### config.mk
export PLATFORM = sky130hd
export DESIGN_NAME = centroid_tracker
export DESIGN_NICKNAME = d
export VERILOG_FILES = /design/src/rtl/centroid_pkg.sv /design/src/rtl/seq_divider.sv /design/src/rtl/centroid_tracker.sv
export SDC_FILE = /design/constraint.sdc
export NUM_CORES = 1
export LEC_CHECK = 0
export ABC_CLOCK_PERIOD_IN_PS = 4900
export BUFFER_PORTS_ARGS = -buffer_cell sky130_fd_sc_hd__buf_2
export CORE_ASPECT_RATIO = 1.5
export CORE_MARGIN = 2
export CORE_UTILIZATION = 42
export DETAILED_ROUTE_END_ITERATION = 8
export MAX_ROUTING_LAYER = met4
export PLACE_DENSITY = 0.61
export SETUP_SLACK_MARGIN = 0.15
export SYNTH_ARGS = -nofsm -noshare
export SYNTH_HDL_FRONTEND = slang
export SYNTH_HIERARCHICAL = 1
export SYNTH_SLANG_ARGS = --single-unit
### constraint.sdc
create_clock -name clk -period 4.9 [get_ports clk]
set_clock_uncertainty 0.05 [all_clocks]
set_input_delay 0.245 -clock clk [delete_from_list [all_inputs] [get_ports clk]]
set_output_delay 0.245 -clock clk [all_outputs]
set_load 0.02 [all_outputs]
### src/rtl/centroid_pkg.sv
// centroid_pkg: shared definitions for the centroid tracker.
//   - default parameter widths
//   - FSM state encoding (plain constants)
//   - sum_width(): width of the coordinate accumulators
package centroid_pkg;

    localparam int unsigned DEF_COLOR_WIDTH = 10;
    localparam int unsigned DEF_DISP_WIDTH  = 11;
    localparam int unsigned DEF_CNT_WIDTH   = 20;
    localparam int unsigned DEF_MIN_PIXELS  = 64;

    typedef logic [1:0] state_t;

    localparam state_t IDLE   = 2'd0;
    localparam state_t DIVIDE = 2'd1;
    localparam state_t UPDATE = 2'd2;

    // A sum of at most 2^cnt_w - 1 coordinates, each below 2^disp_w, fits here.
    function automatic int unsigned sum_width(input int unsigned disp_w,
                                              input int unsigned cnt_w);
        return disp_w + cnt_w;
    endfunction

endpackage

### src/rtl/seq_divider.sv
// seq_divider: restoring divider producing one quotient bit per cycle, MSB first.
// The caller guarantees the quotient fits in QUOT_WIDTH bits. A zero divisor
// yields an all-ones quotient.
// Ports:
//   clk, aresetn   clock, synchronous active-low reset
//   start          load the operands and begin (ignored bits are sampled later)
//   dividend       must stay stable from start until done
//   divisor        must stay stable from start until done
//   quotient       result, valid the cycle after done
//   done           high during the cycle whose edge captures the last bit
module seq_divider #(
    parameter int unsigned DIVIDEND_WIDTH = 31,
    parameter int unsigned DIVISOR_WIDTH  = 20,
    parameter int unsigned QUOT_WIDTH     = 11
) (
    input  logic                      clk,
    input  logic                      aresetn,
    input  logic                      start,
    input  logic [DIVIDEND_WIDTH-1:0] dividend,
    input  logic [DIVISOR_WIDTH-1:0]  divisor,
    output logic [QUOT_WIDTH-1:0]     quotient,
    output logic                      done
);

    localparam int unsigned IDX_WIDTH = (QUOT_WIDTH > 1) ? $clog2(QUOT_WIDTH) : 1;

    logic                     running_q;
    logic [IDX_WIDTH-1:0]     idx_q;
    logic [DIVISOR_WIDTH-1:0] rem_q;
    logic [QUOT_WIDTH-1:0]    quot_q;

    logic [QUOT_WIDTH-1:0]    low_bits;
    logic [DIVISOR_WIDTH:0]   rem_shift;
    logic                     ge;

    // Dividend bits below the quotient width are brought down one per step;
    // the bits above them seed the remainder, which is already < divisor
    // because the quotient fits.
    always_comb begin
        low_bits  = dividend[QUOT_WIDTH-1:0];
        rem_shift = {rem_q, low_bits[idx_q]};
        ge        = rem_shift >= {1'b0, divisor};
    end

    assign done     = running_q && (idx_q == '0);
    assign quotient = quot_q;

    always_ff @(posedge clk) begin
        if (!aresetn) begin
            running_q <= 1'b0;
            idx_q     <= '0;
            rem_q     <= '0;
            quot_q    <= '0;
        end else if (start) begin
            running_q <= 1'b1;
            idx_q     <= IDX_WIDTH'(QUOT_WIDTH - 1);
            rem_q     <= DIVISOR_WIDTH'(dividend >> QUOT_WIDTH);
            quot_q    <= '0;
        end else if (running_q) begin
            rem_q  <= ge ? DIVISOR_WIDTH'(rem_shift - {1'b0, divisor})
                         : rem_shift[DIVISOR_WIDTH-1:0];
            quot_q <= {quot_q[QUOT_WIDTH-2:0], ge};
            idx_q  <= idx_q - IDX_WIDTH'(1);
            if (idx_q == '0) begin
                running_q <= 1'b0;
            end
        end
    end

endmodule

### src/rtl/centroid_tracker.sv
// centroid_tracker: per-frame centroid of pixels matching colour thresholds.
// Matching pixels are accumulated (count, sum x, sum y); at frame_end the
// totals are snapshotted and divided while the next frame accumulates.
// Optional build macro: CENTROID_SMOOTH_EN enables a 1/4-step IIR filter on
// the reported coordinates.
// Ports:
//   clk, aresetn              clock, synchronous active-low reset
//   enable                    low forces no matches
//   pix_valid                 active-area pixel on red/green/blue/x_pos/y_pos
//   frame_end                 one-cycle pulse after the last pixel of a frame
//   red, green, blue          pixel colour
//   x_pos, y_pos              pixel coordinate
//   r_min, g_max, b_max       match thresholds
//   x_obj, y_obj              centroid of the last valid frame
//   obj_valid                 last completed frame held a valid object
//   update                    one-cycle pulse when outputs refresh
//   busy                      divide in progress
//   overrun                   one-cycle pulse when a frame is dropped
module centroid_tracker
    import centroid_pkg::*;
#(
    parameter int unsigned COLOR_WIDTH = DEF_COLOR_WIDTH,
    parameter int unsigned DISP_WIDTH  = DEF_DISP_WIDTH,
    parameter int unsigned CNT_WIDTH   = DEF_CNT_WIDTH,
    parameter int unsigned MIN_PIXELS  = DEF_MIN_PIXELS
) (
    input  logic                   clk,
    input  logic                   aresetn,
    input  logic                   enable,
    input  logic                   pix_valid,
    input  logic                   frame_end,
    input  logic [COLOR_WIDTH-1:0] red,
    input  logic [COLOR_WIDTH-1:0] green,
    input  logic [COLOR_WIDTH-1:0] blue,
    input  logic [DISP_WIDTH-1:0]  x_pos,
    input  logic [DISP_WIDTH-1:0]  y_pos,
    input  logic [COLOR_WIDTH-1:0] r_min,
    input  logic [COLOR_WIDTH-1:0] g_max,
    input  logic [COLOR_WIDTH-1:0] b_max,
    output logic [DISP_WIDTH-1:0]  x_obj,
    output logic [DISP_WIDTH-1:0]  y_obj,
    output logic                   obj_valid,
    output logic                   update,
    output logic                   busy,
    output logic                   overrun
);

    localparam int unsigned SUM_WIDTH = sum_width(DISP_WIDTH, CNT_WIDTH);

    state_t                 state_q, state_d;

    logic                   match;
    logic [CNT_WIDTH-1:0]   cnt_q, cnt_n;
    logic [SUM_WIDTH-1:0]   sum_x_q, sum_x_n;
    logic [SUM_WIDTH-1:0]   sum_y_q, sum_y_n;
    logic                   sat_q, sat_n;

    logic [CNT_WIDTH-1:0]   snap_cnt_q;
    logic [SUM_WIDTH-1:0]   snap_sum_x_q, snap_sum_y_q;
    logic                   snap_sat_q;
    logic                   snap_load;

    logic [SUM_WIDTH-1:0]   div_sum_x, div_sum_y;
    logic [CNT_WIDTH-1:0]   div_cnt;
    logic [DISP_WIDTH-1:0]  quot_x, quot_y;
    logic                   done_x, done_y;

    logic                   obj_ok;
    logic [DISP_WIDTH-1:0]  x_upd, y_upd;

    logic [DISP_WIDTH-1:0]  x_obj_q, y_obj_q;
    logic                   obj_valid_q, update_q, overrun_q;

`ifdef CENTROID_SMOOTH_EN
    // cur + (nxt - cur) / 4, arithmetic shift on a one-bit-wider signed difference
    function automatic logic [DISP_WIDTH-1:0] smooth(input logic [DISP_WIDTH-1:0] cur,
                                                     input logic [DISP_WIDTH-1:0] nxt);
        logic signed [DISP_WIDTH:0] diff;
        diff = $signed({1'b0, nxt}) - $signed({1'b0, cur});
        return DISP_WIDTH'($signed({1'b0, cur}) + (diff >>> 2));
    endfunction
`endif

    // Accumulator next values including this cycle's pixel.
    always_comb begin
        match   = enable & pix_valid & (red >= r_min) & (green <= g_max) & (blue <= b_max);
        cnt_n   = cnt_q;
        sum_x_n = sum_x_q;
        sum_y_n = sum_y_q;
        sat_n   = sat_q;
        if (match && !sat_q) begin
            if (&cnt_q) begin
                sat_n = 1'b1;
            end else begin
                cnt_n   = cnt_q + CNT_WIDTH'(1);
                sum_x_n = sum_x_q + SUM_WIDTH'(x_pos);
                sum_y_n = sum_y_q + SUM_WIDTH'(y_pos);
            end
        end
    end

    assign snap_load = frame_end && (state_q == IDLE);

    // On the load edge the snapshot registers are not yet written, so feed the
    // dividers the values being captured; afterwards they read the snapshot.
    assign div_sum_x = snap_load ? sum_x_n : snap_sum_x_q;
    assign div_sum_y = snap_load ? sum_y_n : snap_sum_y_q;
    assign div_cnt   = snap_load ? cnt_n   : snap_cnt_q;

    seq_divider #(
        .DIVIDEND_WIDTH (SUM_WIDTH),
        .DIVISOR_WIDTH  (CNT_WIDTH),
        .QUOT_WIDTH     (DISP_WIDTH)
    ) u_div_x (
        .clk      (clk),
        .aresetn  (aresetn),
        .start    (snap_load),
        .dividend (div_sum_x),
        .divisor  (div_cnt),
        .quotient (quot_x),
        .done     (done_x)
    );

    seq_divider #(
        .DIVIDEND_WIDTH (SUM_WIDTH),
        .DIVISOR_WIDTH  (CNT_WIDTH),
        .QUOT_WIDTH     (DISP_WIDTH)
    ) u_div_y (
        .clk      (clk),
        .aresetn  (aresetn),
        .start    (snap_load),
        .dividend (div_sum_y),
        .divisor  (div_cnt),
        .quotient (quot_y),
        .done     (done_y)
    );

    always_comb begin
        state_d = state_q;
        unique case (state_q)
            IDLE:    if (frame_end) state_d = DIVIDE;
            DIVIDE:  if (done_x && done_y) state_d = UPDATE;
            UPDATE:  state_d = IDLE;
            default: state_d = IDLE;
        endcase
    end

    always_comb begin
        obj_ok = (snap_cnt_q >= CNT_WIDTH'(MIN_PIXELS)) && !snap_sat_q;
`ifdef CENTROID_SMOOTH_EN
        x_upd  = obj_valid_q ? smooth(x_obj_q, quot_x) : quot_x;
        y_upd  = obj_valid_q ? smooth(y_obj_q, quot_y) : quot_y;
`else
        x_upd  = quot_x;
        y_upd  = quot_y;
`endif
    end

    // Accumulators and snapshot.
    always_ff @(posedge clk) begin
        if (!aresetn) begin
            cnt_q        <= '0;
            sum_x_q      <= '0;
            sum_y_q      <= '0;
            sat_q        <= 1'b0;
            snap_cnt_q   <= '0;
            snap_sum_x_q <= '0;
            snap_sum_y_q <= '0;
            snap_sat_q   <= 1'b0;
        end else begin
            // frame_end always restarts collection; the pixel in that cycle
            // belongs to the ending frame (or is lost with it on overrun).
            if (frame_end) begin
                cnt_q   <= '0;
                sum_x_q <= '0;
                sum_y_q <= '0;
                sat_q   <= 1'b0;
            end else begin
                cnt_q   <= cnt_n;
                sum_x_q <= sum_x_n;
                sum_y_q <= sum_y_n;
                sat_q   <= sat_n;
            end
            if (snap_load) begin
                snap_cnt_q   <= cnt_n;
                snap_sum_x_q <= sum_x_n;
                snap_sum_y_q <= sum_y_n;
                snap_sat_q   <= sat_n;
            end
        end
    end

    // Control and outputs.
    always_ff @(posedge clk) begin
        if (!aresetn) begin
            state_q     <= IDLE;
            x_obj_q     <= '0;
            y_obj_q     <= '0;
            obj_valid_q <= 1'b0;
            update_q    <= 1'b0;
            overrun_q   <= 1'b0;
        end else begin
            state_q   <= state_d;
            overrun_q <= frame_end && (state_q != IDLE);
            update_q  <= (state_q == UPDATE);
            if (state_q == UPDATE) begin
                obj_valid_q <= obj_ok;
                if (obj_ok) begin
                    x_obj_q <= x_upd;
                    y_obj_q <= y_upd;
                end
            end
        end
    end

    assign x_obj     = x_obj_q;
    assign y_obj     = y_obj_q;
    assign obj_valid = obj_valid_q;
    assign update    = update_q;
    assign overrun   = overrun_q;
    assign busy      = (state_q != IDLE);

endmodule

# --- Word level (Yosys, flattened, before mapping) ---
# Index checks and enable logic that the tools add are counted.
classes:
  eq_ne: 4
  bitwise: 5
  reduce_logical: 20
  addsub: 7
  n_lt_le_gt_ge: 8
  mux: 34
ops:
  columns: ["op", "n"]
  rows:
  - ["31-bit 2-to-1 mux", 6]
  - ["20-bit 2-to-1 mux", 9]
  - ["31-bit by 11-bit adder with 31-bit output", 2]
  - ["21-bit by 20-bit >= comparator with 1-bit output", 2]
  - ["20-bit subtractor", 2]
  - ["20-bit by 1-bit adder with 20-bit output (second input constant)", 1]
  - ["20-bit by 7-bit >= comparator with 1-bit output (second input constant)", 1]
  - ["10-bit less-or-equal comparator", 2]
  - ["20-bit AND reduction", 1]
  - ["4-bit 2-to-1 mux", 4]
  - ["10-bit >= comparator", 1]
  - ["4-bit by 5-bit < comparator with 1-bit output (second input constant)", 2]
  - ["1-bit 2-to-1 mux", 10]
  - ["1-bit binary-select mux with 4-bit select", 2]
  - ["4-bit zero test", 2]
  - ["4-bit by 1-bit subtractor with 4-bit output (second input constant)", 2]
  - ["1-bit logical AND", 7]
  - ["2-bit nonzero test", 3]
  - ["1-bit bitwise AND", 4]
  - ["2-bit 2-to-1 mux", 2]
  - ["2-bit inequality test (second input constant)", 2]
  - ["2-bit one-hot mux with 2 select lines", 1]
  - ["2-bit AND reduction", 2]
  - ["2-bit OR reduction", 2]
  - ["5 further kinds", 6]
word_totals:
  word_cells: 102
  reg_bits: 265
  in_bits: 87
  out_inout_bits: 26

# --- Longest topological paths before layout ---
depth:
  depth_word: 13
  ltp_mapped: 26
  depth_no_buf: 25

# --- By module ---
# The synthesis kept the hierarchy.
modules_own_cells:
  columns: ["module", "cells_per_inst", "area_each_um2", "instances"]
  rows:
  - ["centroid_tracker", 1121, 9629.2, 1]
  - ["seq_divider", 360, 2910.3, 2]

# --- Worst setup path after synthesis ---
# Ideal clock, no wire load.
synth_timing:
  path_kind: "in2reg"
  from: "input b_max[7]"
  to: "register u_div_x.rem_q[1]"
  required_ns: 4.764
  arrival_ns: 4.699
  path_slack_ns: 0.065
  setup_time_ns: 0.086
  cell_stages: 23
  path_buffers: 2
  cell_sequence: "inv_1 ha_1 a211oi_2 nor2_1 a211oi_1 a32oi_1 or3_1 buf_6 nor2_4 buf_4 mux2i_1 a21oi_1 mux4_2 mux2i_1 nor2_1 a21oi_1 ha_1 nand4_1 or4_1 and3_4 a21oi_2 mux2_2 a211oi_1"
synth_via:
  elab_chain_len: 11
  word_cells_on_any_way: 14
  cone_classes: "add/sub (1); order compare (2); mux (9); bitwise (1); reduce/logical (1)"
synth_lines:
  columns: ["element", "line_no", "text"]
  rows:
  - ["start, declared", "centroid_tracker.sv:39", "input logic [COLOR_WIDTH-1:0] b_max,"]
  - ["10-bit less-or-equal comparator (*)", "centroid_tracker.sv:86", "match = enable & pix_valid & (red >= r_min) & (green <= g_max) & (blue <= b_max);"]
  - ["1-bit bitwise AND (*)", "centroid_tracker.sv:86", null]
  - ["1-bit logical AND (*)", "centroid_tracker.sv:91", "if (match && !sat_q) begin"]
  - ["31-bit 2-to-1 mux (*)", "centroid_tracker.sv:91", null]
  - ["31-bit 2-to-1 mux (*)", null, null]
  - ["net div_sum_x[7]", "centroid_tracker.sv:63", "logic [SUM_WIDTH-1:0] div_sum_x, div_sum_y;"]
  - ["1-bit binary-select mux with 4-bit select (*)", "seq_divider.sv:41", "rem_shift = {rem_q, low_bits[idx_q]};"]
  - ["1-bit 2-to-1 mux (implied by the code) (*)", "seq_divider.sv:41", null]
  - ["20-bit subtractor or 21-bit by 20-bit >= comparator with 1-bit output (tied branches)", "seq_divider.sv:60, seq_divider.sv:42", null]
  - ["20-bit 2-to-1 mux (*)", "seq_divider.sv:60", "rem_q <= ge ? DIVISOR_WIDTH'(rem_shift - {1'b0, divisor})"]
  - ["20-bit 2-to-1 mux (*)", "seq_divider.sv:59", "end else if (running_q) begin"]
  - ["20-bit 2-to-1 mux (*)", "seq_divider.sv:54", "end else if (start) begin"]
  - ["end signal, assigned", "seq_divider.sv:57", "rem_q <= DIVISOR_WIDTH'(dividend >> QUOT_WIDTH);"]
  - ["end signal, assigned", "seq_divider.sv:60", null]
  - ["end, declared", "seq_divider.sv:29", "logic [DIVISOR_WIDTH-1:0] rem_q;"]
# Mark *: on every way through the listed nets, which the timed path passes. The rest lies on a longest branch. The select of a mux whose other input is x is not followed.
# A chain may end at the register's enable or synchronous reset.

# --- Worst setup path after layout ---
layout_timing:
  from: "register sum_y_q[0]"
  to: "register u_div_y.rem_q[18]"
layout_via:
  elab_chain_len: 10
  word_cells_on_any_way: 11
  cone_classes: "add/sub (2); order compare (1); mux (8)"
layout_lines:
  columns: ["element", "line_no", "text"]
  rows:
  - ["start, declared", "centroid_tracker.sv:55", "logic [SUM_WIDTH-1:0] sum_y_q, sum_y_n;"]
  - ["start signal, assigned", "centroid_tracker.sv:181", "sum_y_q <= sum_y_n;"]
  - ["31-bit by 11-bit adder with 31-bit output (*)", "centroid_tracker.sv:97", "sum_y_n = sum_y_q + SUM_WIDTH'(y_pos);"]
  - ["31-bit 2-to-1 mux (*)", "centroid_tracker.sv:92", "if (&cnt_q) begin"]
  - ["31-bit 2-to-1 mux (*)", "centroid_tracker.sv:91", null]
  - ["31-bit 2-to-1 mux (*)", null, null]
  - ["net div_sum_y[10]", "centroid_tracker.sv:63", null]
  - ["1-bit binary-select mux with 4-bit select (*)", "seq_divider.sv:41", null]
  - ["1-bit 2-to-1 mux (implied by the code) (*)", "seq_divider.sv:41", null]
  - ["20-bit subtractor or 21-bit by 20-bit >= comparator with 1-bit output (tied branches)", "seq_divider.sv:60, seq_divider.sv:42", null]
  - ["20-bit 2-to-1 mux (*)", "seq_divider.sv:60", null]
  - ["20-bit 2-to-1 mux (*)", "seq_divider.sv:59", null]
  - ["20-bit 2-to-1 mux (*)", "seq_divider.sv:54", null]
  - ["end signal, assigned", "seq_divider.sv:57", null]
  - ["end signal, assigned", "seq_divider.sv:60", null]
  - ["end, declared", "seq_divider.sv:29", null]
# Marked as above.

==> results.yml <==
setup_path:
  worst_setup_path_start_kind: "flop"
  crit_type: "reg2reg"
  cpPeakStageDelay_ps: 350
  critPathMaxFanout: 3
  critPathSlowestCell: "or3_4"
  end_kind: "flop"
  crit_arrival_ps: 5140
  cp_data_required_time_ps: 5270
yosys:
  synth.avg_cell_area_sq_um: 8.392
  synthesis.area_sq_um: 15450
  seq_area_frac_synth_pct: 34.34
  synthArstFlopShare_pct: 0
  synth_flop_cell: "dfxtp_1"
  synth-simple-area-share_pct: 20.19
  synth_xor_area_share_pct: 5.669
  ys_warn_count: 6
  synth_enable_flop_cells: 0
  synth_top_family_by_area: "simple AND/OR/NAND/NOR gates"
  netlist.area_leader.share_pct: 34.34
  synth-compound-area-share_pct: 19.57
  synth.most_common_cell: "nor2_1"
  ys_top_cells_by_count: "277 x nor2_1, 265 x dfxtp_1, 187 x a21oi_1"
  synth_top_area_cell: "dfxtp_1"
  syn_inst: 1841
  synth_nets: 2027
  synthAdderAreaFrac_pct: 8.212
  synthMuxAreaShare_pct: 6.365
  ys_types: 77
  yosys_register_bits: 265
  netlist_top_cells_area: "dfxtp_1 34%, ha_1 7.7%, nor2_1 6.7%"
final_layout:
  fillers: 3507
  drive_gt1_share_pct: 22.95
  synthToLayoutAreaGrowth_pct: 24.00
  nNetsFinal: 2267
  n_antenna_cell: 0
  fin_util_pct: 52.52
power:
  power.total_mw: 6.594
  pwr-share-comb_pct: 33.3
  clkPwrFrac_pct: 31.5
  ir_worst_vdd_v: 0.0001616
  seqPwrFrac_pct: 35.2
  p_leak_nw: 7.866
  p_sw_mw: 2.033
  switching_share_pct: 30.83
  power_density_nw_per_um2: 344.2
  p_int_mw: 4.561
placed_design:
  place_hpwl_mm: 31.50
  io_buffers: 112
  place.gp.congestion: 0.9231
  place_ws_ps: -446.2
run:
  maxCapViolCount: 0
routing:
  postRouteAntennaNets: 0
  drt_iter0_markers: 464
  vias: 13880
  avgViaCountPerCell: 5.370
  drc: 0
  wl_per_cell_um: 16.41
  wl_mm: 42.40
  dr.pass1.iters: 5
grt:
  grtUsageTotal_pct: 22.14
  antenna_found_initial: 0
  grt_pass1_vias: 13690
  grt_max_degree: 103
  grt_pass1_wl_mm: 67.59
  grt_overflow: 0
sta:
  rsz0062_at_grt: "true"
  setup_tns_ps: 0
  fmax_mhz: 209.7
  relSlewSlack_pct: 29.02
  finalHoldViolCount: 0
  min_period_ps: 4768
  finalCritPeriodShare_pct: 97.31
  layout_setup_ws_ps: 131.7
  final-max-slew-violation-count: 0
  setup_viol: 0
  worst_pin_slew_ps: 1065
  fin_hold_ws_ps: 90.14
status:
  status: "finished, final reports clean"
floorplanning:
  start_util_pct: 42.35
  core_sq_um: 36480
  die_height_um: 238.9
  die_area_sq_um: 38370
  io_pins: 113
  rows: 86
  die_w_um: 160.6
cts:
  numCtsBuffers: 27
  clockBufferDepth: 3
  h-tree-depth: 1
  cts_tree: "built"
  cts_sinks: 265
  cts_root_buffer: "clkbuf_16"
  clk_pin_slew_ps: 60
  insertion_delay_ps: 550
hold_path:
  hp-class: "in2reg"
==> layout by cell type, fill, tap and decap left out, types with 7 or more instances in the layout <==
cell type / n
and2_1: 15
a31oi_1: 10
inv_1: 95
nor3b_1: 37
nand4_1: 50
o22ai_1: 27
o21ai_0: 27
buf_4: 184
o21ai_2: 7
nor4_1: 9
mux2i_1: 76
xnor2_1: 57
o21a_1: 14
and3_1: 22
clkbuf_8: 10
clkbuf_16: 30
buf_2: 112
o211ai_1: 9
nand2_1: 63
nor2_1: 276
a21oi_1: 178
a21oi_2: 8
a211oi_1: 80
nand3_1: 28
nor4_2: 11
xor2_1: 41
dfxtp_1: 263
ha_1: 90
a21o_1: 23
o21ai_1: 7
o21bai_1: 14
buf_6: 11
o31ai_1: 8
a211oi_2: 10
nor3_1: 26
nand2b_1: 11
==> power by group through the flow <==
stage	registers [mW]	logic, mW	clock network [mW]
floorplan	2.34	1.25	0
global placement	2.37	1.83	0
detailed placement	2.37	1.85	0
CTS	2.32	1.87	2.13
global route	2.33	2.39	2.21
finish	2.32	2.20	2.08
==> state kept, by name (all words and copies together), names as in the netlist, 4 cells and up <==
| name | count |
|---|---|
| snap_cnt_q | 20 |
| u_div_x/idx_q | 4 |
| snap_sum_y_q | 31 |
| y_obj | 11 |
| u_div_y/quotient | 11 |
| u_div_x/rem_q | 20 |
| u_div_x/quotient | 11 |
| x_obj | 11 |
| sum_y_q | 31 |
| u_div_y/idx_q | 4 |
| snap_sum_x_q | 31 |
| u_div_y/rem_q | 20 |
| sum_x_q | 31 |
| cnt_q | 20 |
==> metrics by stage <==
step	instance area [sq um]	std cells
5_1_grt	19160	2584
4_1_cts	18540	2565
3_5_place_dp	17610	2515
3_3_place_gp	17610	2515
2_1_floorplan	15480	1841
6_report	19160	2584
==> per-layer routing <==
metal  track usage (%)  vias up  routed length (um)
met5                 -        -                   0
met4             9.937        0                2139
met3             1.683      102                 890
met2             41.99      205               22900
met1             23.29     6456               16480
li1                  -     7114                   -
==> worst paths after layout <==
| kind | end | cells after the start | from | slack [ps] |
|---|---|---|---|---|
| max | u_div_y/rem_q[18] | 25 | sum_y_q[0] | 130 |
| min reg2reg | y_obj[9] | 2 | y_obj[9] | 440 |
| max reg2reg | u_div_y/rem_q[18] | 25 | sum_y_q[0] | 130 |
| min | sum_x_q[0] | 4 | x_pos[0] | 90 |
==> area by class of cell <==
class,count,area (sq um),area share (%)
timing repair buffer,317,2271,11.85
inverter,98,376.6,1.966
multi-input combinational,1372,9702,50.64
clock buffer,43,835.8,4.363
sequential,265,5310,27.72
tap,484,605.6,3.161
clock inverter,5,56.30,0.2939
==> repair_timing <==
item,4_1_cts,5_1_grt
setup buffers,1,16
pin swaps,3,38
cloned,0,3
hold buffers,1,0
endpoints found under the setup margin,28,42
gates resized for setup,6,101
hold endpoints to repair,2,0
==> kinds of logic after synthesis <==
kind of cell,after synthesis
compound gates,473
xor+xnor,100
simple gates,608
flops,265
buf+inv,204
mux,92
fa+ha+maj,99
==> worst max-delay path: cells and delay by family, from the launching register on <==
kind                     cells  cell delay, ps
AO/OA/AOI/OAI               14            2560
AND/OR/NAND/NOR              4             520
flip-flops                   1             330
buffers and inverters        3             390
adder cells (fa/ha/maj)      4             790
Note: power is estimated with default switching activity, not from simulation.
